--- config.mk ---
export PLATFORM = sky130hd
export DESIGN_NAME = fifo_frame_reader_flat
export DESIGN_NICKNAME = d
export VERILOG_FILES = /design/src/rtl/fifo_frame_reader_if.sv /design/src/rtl/fifo_frame_reader.sv /design/src/flat_wrapper.sv
export SDC_FILE = /design/constraint.sdc
export NUM_CORES = 1
export LEC_CHECK = 0
export BUFFER_PORTS_ARGS = -buffer_cell sky130_fd_sc_hd__buf_2
export CORE_MARGIN = 1
export CORE_UTILIZATION = 51
export DETAILED_ROUTE_END_ITERATION = 10
export PLACE_DENSITY = 0.73
export SLEW_MARGIN = 0
export SYNTH_ARGS = -nofsm -noshare
export SYNTH_HDL_FRONTEND = slang
export SYNTH_SLANG_ARGS = --single-unit
--- constraint.sdc ---
create_clock -name clk -period 4.45 [get_ports clk]
set_input_delay 1.1125 -clock clk [delete_from_list [all_inputs] [get_ports clk]]
set_output_delay 1.1125 -clock clk [all_outputs]
set_load 0.05 [all_outputs]
--- src/rtl/fifo_frame_reader_if.sv ---
// Bundle of the FIFO read port, the FFT sink stream and the frame control
// strobes used by fifo_frame_reader. The master view is the reader itself;
// the slave view is whatever sits around it (FIFO, FFT core, sequencer).
interface fifo_frame_reader_if #(
  parameter int DATA_W  = 12,
  parameter int USEDW_W = 11
);
  logic               frame_req;
  logic [USEDW_W-1:0] fifo_rdusedw;
  logic               fifo_rdfull;
  logic               fifo_rdempty;
  logic [DATA_W-1:0]  fifo_q;
  logic               fifo_rdreq;
  logic               sink_ready;
  logic               sink_valid;
  logic               sink_sop;
  logic               sink_eop;
  logic [DATA_W-1:0]  sink_data;
  logic               busy;
  logic               frame_done;

  modport master (
    input  frame_req,
    input  fifo_rdusedw,
    input  fifo_rdfull,
    input  fifo_rdempty,
    input  fifo_q,
    output fifo_rdreq,
    input  sink_ready,
    output sink_valid,
    output sink_sop,
    output sink_eop,
    output sink_data,
    output busy,
    output frame_done
  );

  modport slave (
    output frame_req,
    output fifo_rdusedw,
    output fifo_rdfull,
    output fifo_rdempty,
    output fifo_q,
    input  fifo_rdreq,
    output sink_ready,
    input  sink_valid,
    input  sink_sop,
    input  sink_eop,
    input  sink_data,
    input  busy,
    input  frame_done
  );
endinterface

--- src/rtl/fifo_frame_reader.sv ---
// Read-side frame controller for the sample FIFO. Waits until one full frame
// is buffered, then drains exactly FRAME_LEN samples into the FFT sink as a
// single sop..eop stream. The FIFO has one cycle of read latency, so returned
// words land in a two-entry skid buffer whose head drives the sink outputs;
// this keeps one beat per cycle when the sink is ready and loses nothing when
// it stalls.
module fifo_frame_reader #(
  parameter int DATA_W    = 12,
  parameter int FRAME_LEN = 1024,
  parameter int USEDW_W   = 11,
  parameter int CNT_W     = 11
) (
  input  logic               clk,
  input  logic               rst_n,
  fifo_frame_reader_if.master bus
);

  typedef enum logic [1:0] {
    IDLE,
    WAIT_FILL,
    STREAM,
    DONE
  } state_t;

  localparam logic [CNT_W-1:0] LEN_CNT  = CNT_W'(FRAME_LEN);
  localparam logic [CNT_W-1:0] LAST_IDX = CNT_W'(FRAME_LEN - 1);

  state_t            state;
  logic [CNT_W-1:0]  rd_cnt;
  logic [CNT_W-1:0]  out_cnt;
  logic              rd_inflight;
  logic [DATA_W-1:0] buf1_data;
  logic              buf1_valid;

  logic              fill_ok;
  logic              accept;
  logic [1:0]        occupancy;
  logic              rd_issue;
  logic [CNT_W-1:0]  next_idx;

  // The rdfull term covers a usedw counter that wraps to zero at full depth.
  assign fill_ok = bus.fifo_rdfull || (32'(bus.fifo_rdusedw) >= 32'(FRAME_LEN));

  assign accept = bus.sink_valid && bus.sink_ready;

  // Entries that will still be held or arriving after this cycle's pop; a new
  // read is only allowed if the skid buffer is guaranteed a free slot for it.
  assign occupancy = 2'(bus.sink_valid) + 2'(buf1_valid) + 2'(rd_inflight) - 2'(accept);

  // The read strobe is decoded from registered state plus the live empty flag
  // so that a read is never issued against an empty FIFO.
  assign rd_issue = (state == STREAM) && (rd_cnt < LEN_CNT) &&
                    !bus.fifo_rdempty && (occupancy < 2'd2);

  assign bus.fifo_rdreq = rd_issue;

  // Frame index of the beat that will sit at the head next cycle.
  assign next_idx = accept ? out_cnt + CNT_W'(1) : out_cnt;

  // Frame sequencing, read/accept counters and the skid buffer in one place.
  always_ff @(posedge clk or negedge rst_n) begin
    if (!rst_n) begin
      state          <= IDLE;
      rd_cnt         <= '0;
      out_cnt        <= '0;
      rd_inflight    <= 1'b0;
      buf1_data      <= '0;
      buf1_valid     <= 1'b0;
      bus.sink_valid <= 1'b0;
      bus.sink_sop   <= 1'b0;
      bus.sink_eop   <= 1'b0;
      bus.sink_data  <= '0;
      bus.busy       <= 1'b0;
      bus.frame_done <= 1'b0;
    end else begin
      rd_inflight <= rd_issue;
      case (state)
        IDLE: begin
          bus.frame_done <= 1'b0;
          if (bus.frame_req) begin
            state    <= WAIT_FILL;
            bus.busy <= 1'b1;
            rd_cnt   <= '0;
            out_cnt  <= '0;
          end
        end

        WAIT_FILL: begin
          if (fill_ok) begin
            state <= STREAM;
          end
        end

        STREAM: begin
          if (rd_issue) begin
            rd_cnt <= rd_cnt + CNT_W'(1);
          end
          if (accept) begin
            out_cnt <= out_cnt + CNT_W'(1);
          end
          if (!bus.sink_valid || accept) begin
            if (buf1_valid) begin
              bus.sink_data  <= buf1_data;
              bus.sink_valid <= 1'b1;
              bus.sink_sop   <= (next_idx == '0);
              bus.sink_eop   <= (next_idx == LAST_IDX);
              buf1_valid     <= rd_inflight;
              if (rd_inflight) begin
                buf1_data <= bus.fifo_q;
              end
            end else if (rd_inflight) begin
              bus.sink_data  <= bus.fifo_q;
              bus.sink_valid <= 1'b1;
              bus.sink_sop   <= (next_idx == '0);
              bus.sink_eop   <= (next_idx == LAST_IDX);
            end else begin
              bus.sink_valid <= 1'b0;
              bus.sink_sop   <= 1'b0;
              bus.sink_eop   <= 1'b0;
            end
          end else if (rd_inflight) begin
            buf1_data  <= bus.fifo_q;
            buf1_valid <= 1'b1;
          end
          if (accept && bus.sink_eop) begin
            state          <= DONE;
            bus.frame_done <= 1'b1;
          end
        end

        DONE: begin
          bus.frame_done <= 1'b0;
          bus.busy       <= 1'b0;
          state          <= IDLE;
        end

        default: begin
          state <= IDLE;
        end
      endcase
    end
  end

endmodule

--- src/flat_wrapper.sv ---
// flat-port wrapper written by rule: the top's interface ports become plain ports
module fifo_frame_reader_flat 
#(
  parameter int DATA_W    = 12,
  parameter int FRAME_LEN = 1024,
  parameter int USEDW_W   = 11,
  parameter int CNT_W     = 11
)
  (clk, rst_n, bus_frame_req, bus_fifo_rdusedw, bus_fifo_rdfull, bus_fifo_rdempty, bus_fifo_q, bus_fifo_rdreq, bus_sink_ready, bus_sink_valid, bus_sink_sop, bus_sink_eop, bus_sink_data, bus_busy, bus_frame_done);
  fifo_frame_reader_if #(.DATA_W(DATA_W), .USEDW_W(USEDW_W)) bus_i ();
  input  logic clk;
  input  logic rst_n;
  input wire logic [$bits(bus_i.frame_req)-1:0] bus_frame_req;
  input wire logic [$bits(bus_i.fifo_rdusedw)-1:0] bus_fifo_rdusedw;
  input wire logic [$bits(bus_i.fifo_rdfull)-1:0] bus_fifo_rdfull;
  input wire logic [$bits(bus_i.fifo_rdempty)-1:0] bus_fifo_rdempty;
  input wire logic [$bits(bus_i.fifo_q)-1:0] bus_fifo_q;
  output wire logic [$bits(bus_i.fifo_rdreq)-1:0] bus_fifo_rdreq;
  input wire logic [$bits(bus_i.sink_ready)-1:0] bus_sink_ready;
  output wire logic [$bits(bus_i.sink_valid)-1:0] bus_sink_valid;
  output wire logic [$bits(bus_i.sink_sop)-1:0] bus_sink_sop;
  output wire logic [$bits(bus_i.sink_eop)-1:0] bus_sink_eop;
  output wire logic [$bits(bus_i.sink_data)-1:0] bus_sink_data;
  output wire logic [$bits(bus_i.busy)-1:0] bus_busy;
  output wire logic [$bits(bus_i.frame_done)-1:0] bus_frame_done;
  assign bus_i.frame_req = bus_frame_req;
  assign bus_i.fifo_rdusedw = bus_fifo_rdusedw;
  assign bus_i.fifo_rdfull = bus_fifo_rdfull;
  assign bus_i.fifo_rdempty = bus_fifo_rdempty;
  assign bus_i.fifo_q = bus_fifo_q;
  assign bus_fifo_rdreq = bus_i.fifo_rdreq;
  assign bus_i.sink_ready = bus_sink_ready;
  assign bus_sink_valid = bus_i.sink_valid;
  assign bus_sink_sop = bus_i.sink_sop;
  assign bus_sink_eop = bus_i.sink_eop;
  assign bus_sink_data = bus_i.sink_data;
  assign bus_busy = bus_i.busy;
  assign bus_frame_done = bus_i.frame_done;
  fifo_frame_reader #(.DATA_W(DATA_W), .FRAME_LEN(FRAME_LEN), .USEDW_W(USEDW_W), .CNT_W(CNT_W)) u_core (.clk(clk), .rst_n(rst_n), .bus(bus_i));
endmodule
==> flow_summary.toml, run 1 <==
[run_status]
outcome = "completed"

[worst_setup_path]
worstSetupPathType = "primary input to output pin"
r2r_start = "u_core.bus.sink_valid$_DFFE_PN0P_"
crit_path_end_kind = "output pin"
critPathBufInv = 4
regToRegSetupSlack_ns = 1.70
worst-endpoint-arrival_ns = 2.80
worstPathRequired_ns = 3.34
critPathTopFamily = "buffers and inverters"
reg2reg_depth = 10
start_kind = "primary input"
crit_path_top_delay_cell = "buf_2"
cp_max_fo = 4
critPathMaxStageDelay_ns = 0.32
crit_chain = "buf_2 > nand2_1 > clkinv_1 > ha_1 > inv_1 > ha_1 > a21oi_2 > xnor2_1 > nor4_2 > buf_2"
worst_r2r_endpoint = "u_core.rd_cnt[9]$_DFFE_PN0P_"

[sta]
final.setup.tns_ns = 0
worst_pin_slew_ns = 0.8372
fin_skew_ns = 0.008750
finalSetupViolCount = 0
slew_viol_final = 0
min_period_ns = 3.916
fin_crit_sh_pct = 87.99
rsz0062_at_grt = "no"
holdWs_ns = 0.4855
max_clock_freq_ghz = 0.2554
hold_viol = 0
max_slew_margin_pct = 44.19

[global_route]
grt_max_degree = 32
grt_overflow = 0
antenna_found_initial = 0
grt_pass1_vias = 2234
grt_util_all_layers_pct = 20.98
grt_pass1_wl_um = 10320

[power_and_ir_drop]
powerDensity_nw_per_um2 = 553.6
ir_drop_mv = 0.3174
power_mw = 1.873
leakage_nw = 1.553

[place]
placed_area_um2 = 3287
post-dp-hpwl_um = 4288
io_buffers = 36
gp_congestion = 0.8122

[hold_path]
min_to = "u_core.bus.sink_data[1]$_DFFE_PN0P_"
min_from = "u_core.bus.sink_data[1]$_DFFE_PN0P_"
hp-class = "flop to flop"
hold_depth = 2

[clocking]
clkLatencyLatePin_ns = 0.32
postCtsHoldBufs = 0
clock_sinks = 55
h-tree-depth = 2
cts.clk_slew.worst_paths_ns = 0.11
cts_tree = "built"
cts_inserted_buffers = 5
postCtsSetupRepairBufs = 0
clockBufferDepth = 2
root_buffer = "clkbuf_8"
cts.repair.resized = 0

[synth]
synth_cell_types = 53
synthArstFlopShare_pct = 100.0
avgSynthCellArea_um2 = 9.336
syn_area_um2 = 3053
synthMuxAreaShare_pct = 10.98
synth_compound_area_share_pct = 15.37
synth_top_area_share_pct = 45.08
synthXorXnorAreaFrac_pct = 1.148
syn_inst = 327
synth-seq-cells = 55
syn-num-nets = 364
synth-simple-area-share_pct = 20.53
synth.area.top_cells = "dfrtp_1, nand2_1, mux2i_1"
yosysTopAreaCell = "dfrtp_1"
ys_seq_area_share_pct = 45.08
yosysWarnings = 0
synth_top_family_by_area = "simple AND/OR/NAND/NOR gates"
synth-edff-count = 0
synth-main-ff-cell = "dfrtp_1"
synthAdderAreaFrac_pct = 3.279

[die]
die_w_um = 79.37
dieArea_um2 = 6300
rows = 27
die_y_um = 79.37
start_util_pct = 54.11
core_um2 = 5642
io_pins = 47

[routing]
drt_wl_total_um = 6213
ant_nets = 0
dr.pass1.iters = 4
routed_via_density = 5.765
drc = 0
drtIter0Drc = 268
wl_per_cell_um = 14.45
num_vias = 2479

[finish]
area_growth_pct = 10.82
nets = 394
drive_above_1_share_pct = 19.55
fin_area_um2 = 3383
utilization_pct = 59.97
diodes = 0
layout_common_cells = "nand2_1, dfrtp_1, o21ai_0"

[run]
maxCapViolCount = 0
[registers in the layout, summed over array words and instances (netlist names), 2 cells and up]
name                  cells
u_core.buf1_data         12
u_core.out_cnt           11
u_core.state              2
u_core.rd_cnt            11
u_core.bus.sink_data     12
[worst max path at each step]
| stage | endpoint | from | slack [ns] | depth (start not counted) |
|---|---|---|---|---|
| after floorplan | bus_fifo_rdreq | bus_sink_ready | 0.06 | 8 |
| after global placement | bus_fifo_rdreq | bus_sink_ready | 0.57 | 10 |
| after detailed placement | bus_fifo_rdreq | bus_sink_ready | 0.54 | 10 |
| after CTS | bus_fifo_rdreq | bus_sink_ready | 0.54 | 10 |
| after global routing | bus_fifo_rdreq | bus_sink_ready | 0.39 | 10 |
| final | bus_fifo_rdreq | bus_sink_ready | 0.53 | 10 |
[per-layer routing]
| layer | up-vias | part of all wire [%] | global-route usage (%) |
|---|---|---|---|
| li1 | 1230 | - | - |
| met1 | 1187 | 47 | 29.06 |
| met2 | 54 | 48 | 33.28 |
| met3 | 8 | 3.6 | 3.771 |
| met4 | 0 | 1.2 | 6.909 |
| met5 | - | 0 | 0 |
[cell usage after synthesis (4+ instances only)]
cell and number:
a21oi_1 10, a22o_1 7, clkbuf_1 10, dfrtp_1 55, ha_1 8, inv_1 7
mux2_2 12, mux2i_1 20, nand2_1 55, nand2b_1 6, nand3_1 8, nand4_1 6
nor2_1 15, nor3_1 10, o21ai_0 38, or2_2 4
[power by group]
group	leakage, nW	internal (mW)	switching [mW]
Clock	0.0467	0.117	0.182
Combinational	0.770	0.269	0.570
Sequential	0.736	0.621	0.114
[tightest hold or removal path, delay by kind of cell (launching register included)]
family | cells | cell delay (ns)
AOI/OAI and AO/OA | 1 | 0.06
DFF | 1 | 0.35
and+or+nand+nor | 1 | 0.04
[final cells by class]
class                           count  area [um2]
Fill cell                         494        2258
Multi-Input combinational cell    246        1573
Sequential cell                    55        1376
Timing Repair Buffer               41       217.7
Tap cell                           72       90.09
Clock buffer                        5       68.82
Inverter                            8       30.03
Clock inverter                      3       27.53
[logic make-up after synthesis]
logic type,after synthesis
and+or+nand+nor,127
AOI/OAI and AO/OA,75
DFF,55
muxes,32
buffers and inverters,26
adders and majority gates,8
xor gates and xnor gates,4
[per-stage QoR]
stage / std cells / worst slack, ns
after floorplan: 327 / 0.06096
after global placement: 422 / 0.5704
after detailed placement: 422 / 0.5447
after CTS: 430 / 0.5373
after global routing: 430 / 0.3899
final: 430 / 0.5345
Note: power is estimated with default switching activity, not from simulation.
==> inputs of run 2 (changes only) <==
--- a/config.mk
+++ b/config.mk
@@ -7,10 +7,11 @@
 export LEC_CHECK = 0
 export BUFFER_PORTS_ARGS = -buffer_cell sky130_fd_sc_hd__buf_2
 export CORE_MARGIN = 1
-export CORE_UTILIZATION = 51
+export CORE_UTILIZATION = 60
 export DETAILED_ROUTE_END_ITERATION = 10
-export PLACE_DENSITY = 0.73
-export SLEW_MARGIN = 0
+export PLACE_DENSITY = 0.84
+export RECOVER_POWER = 100
+export SLEW_MARGIN = 40
 export SYNTH_ARGS = -nofsm -noshare
 export SYNTH_HDL_FRONTEND = slang
 export SYNTH_SLANG_ARGS = --single-unit
==> flow_summary.toml, run 2 (synthesized netlist as in run 1, its figures left out) <==
[run_status]
outcome = "finished, violations left"
violations = "max-capacitance violations, max-slew violations"

[routing]
drtIter0Drc = 308
routed_via_density = 5.955
ant_nets = 0
drt_wl_total_um = 6279
drc = 0
num_vias = 2537
wl_per_cell_um = 14.74
dr.pass1.iters = 5

[worst_setup_path]
crit_chain = "clkbuf_1 > nand2_1 > clkinv_1 > ha_1 > inv_1 > ha_1 > a21oi_1 > xnor2_1 > nor4_2 > clkbuf_2"
regToRegSetupSlack_ns = 1.04
worstPathRequired_ns = 3.34
crit_top_cell = "ha_1"
worst-endpoint-arrival_ns = 3.10
worstSetupPathType = "primary input to output pin"
critPathMaxStageDelay_ns = 0.36
cp_max_fo = 8
crit_path_end_kind = "output pin"
start_kind = "primary input"
crit_path_top_delay_cell = "ha_1"

[finish]
area_growth_pct = 9.016
fin_area_um2 = 3328
diodes = 0
top_regs = "u_core.buf1_data: 12 flops, u_core.bus.sink_data: 12 flops"
layout_common_cells = "nand2_1, dfrtp_1, o21ai_0"
stdcell_count = 426
drive_above_1_share_pct = 12.26
nets = 395

[hold_path]
hp-class = "flop to flop"

[power_and_ir_drop]
leakage_nw = 1.461
ir_drop_mv = 0.5222
powerDensity_nw_per_um2 = 555.9
power.internal_mw = 0.9805
seqPwrFrac_pct = 38.4
p_switching_mw = 0.8696
combPwrFrac_pct = 45.6
p_sw_share_pct = 47.00
pwr-share-clk_pct = 16.0

[clocking]
clock_sinks = 55
cts_inserted_buffers = 5
cts.repair.resized = 0
postCtsSetupRepairBufs = 0
clkLatencyLatePin_ns = 0.31
h-tree-depth = 2
clockBufferDepth = 2
root_buffer = "clkbuf_8"
postCtsHoldBufs = 0
cts_tree = "built"
cts.clk_slew.worst_paths_ns = 0.11

[sta]
min_period_ns = 4.213
finalSetupViolCount = 0
worst_pin_slew_ns = 1.671
fin_skew_ns = 0.003802
hold_viol = 0
slew_viol_final = 32
max_slew_margin_pct = -11.40
final.setup.tns_ns = 0
fin_crit_sh_pct = 94.67
max_clock_freq_ghz = 0.2374
rsz0062_at_grt = "no"

[global_route]
grt_util_all_layers_pct = 25.65
grt_max_degree = 32
grt_pass1_vias = 2298
grt_pass1_wl_um = 10620
grt_overflow = 0
antenna_found_initial = 0

[place]
dp_cells = 418
gp_congestion = 0.8978
post-dp-hpwl_um = 4256
placed_area_um2 = 3288
io_buffers = 36

[die]
die_w_um = 73.33
dieArea_um2 = 5377
start_util_pct = 63.38
die_y_um = 73.33
rows = 25
io_pins = 47
core_um2 = 4817

[run]
maxCapViolCount = 1
## run 2: changes by cell type in the layout (fill, tap and decap cells not counted), sizes merged
cell    change
buf        -24
clkbuf     +25
## run 2: per-layer routing
metal,global-route usage (%),routed length [um]
met3,4.252,303
met2,40.95,3008
met1,36.42,2894
met5,0,0
met4,7.265,73
## run 2: cell type report
cell class	instances	area, um2
Tap cell	67	83.83
Fill cell	416	1489
Multi-Input combinational cell	246	1556
Clock inverter	3	27.53
Inverter	8	30.03
Clock buffer	5	68.82
Timing Repair Buffer	42	185.2
Sequential cell	55	1376
## run 2: worst max-delay path: cells and delay by family
family,cells,cell delay (ns)
buffers and inverters,4,0.70
AOI/OAI and AO/OA,1,0.20
adders and majority gates,2,0.62
xor gates and xnor gates,1,0.16
and+or+nand+nor,2,0.30
## run 2: power groups by stage
stage                     Clock, mW  Combinational [mW]  Sequential [mW]
after CTS                     0.304               0.885            0.708
after global placement            0               0.856            0.712
after floorplan                   0               0.484            0.900
after global routing          0.319               0.926            0.730
after detailed placement          0               0.880            0.719
final                         0.296               0.843            0.711
## run 2: per-stage QoR
| stage | setup slack [ns] | power [mW] | util [%] | hold slack [ns] |
|---|---|---|---|---|
| final | 0.2370 | 1.850 | 69.09 | 0.4890 |
| after global routing | 0.1005 | 1.976 | 69.09 | 0.5213 |
| after CTS | 0.3155 | 1.897 | 70.26 | 0.4909 |
| after detailed placement | 0.3369 | 1.600 | 68.26 | 0.4656 |
| after global placement | 0.3755 | 1.568 | 68.26 | 0.4562 |
| after floorplan | 0.06096 | 1.384 | - | 0.4791 |
## run 2: final timing paths
path	from	to	cells after the start
setup / recovery	bus_sink_ready	bus_fifo_rdreq	10
hold / removal	u_core.bus.sink_data[1]$_DFFE_PN0P_	u_core.bus.sink_data[1]$_DFFE_PN0P_	2
setup reg to reg	u_core.state[0]$_DFFE_PN0P_	u_core.rd_cnt[9]$_DFFE_PN0P_	8
hold reg to reg	u_core.bus.sink_data[1]$_DFFE_PN0P_	u_core.bus.sink_data[1]$_DFFE_PN0P_	2
max in group asynchronous	rst_n	u_core.out_cnt[10]$_DFFE_PN0P_	2
min in group asynchronous	rst_n	u_core.state[0]$_DFFE_PN0P_	1
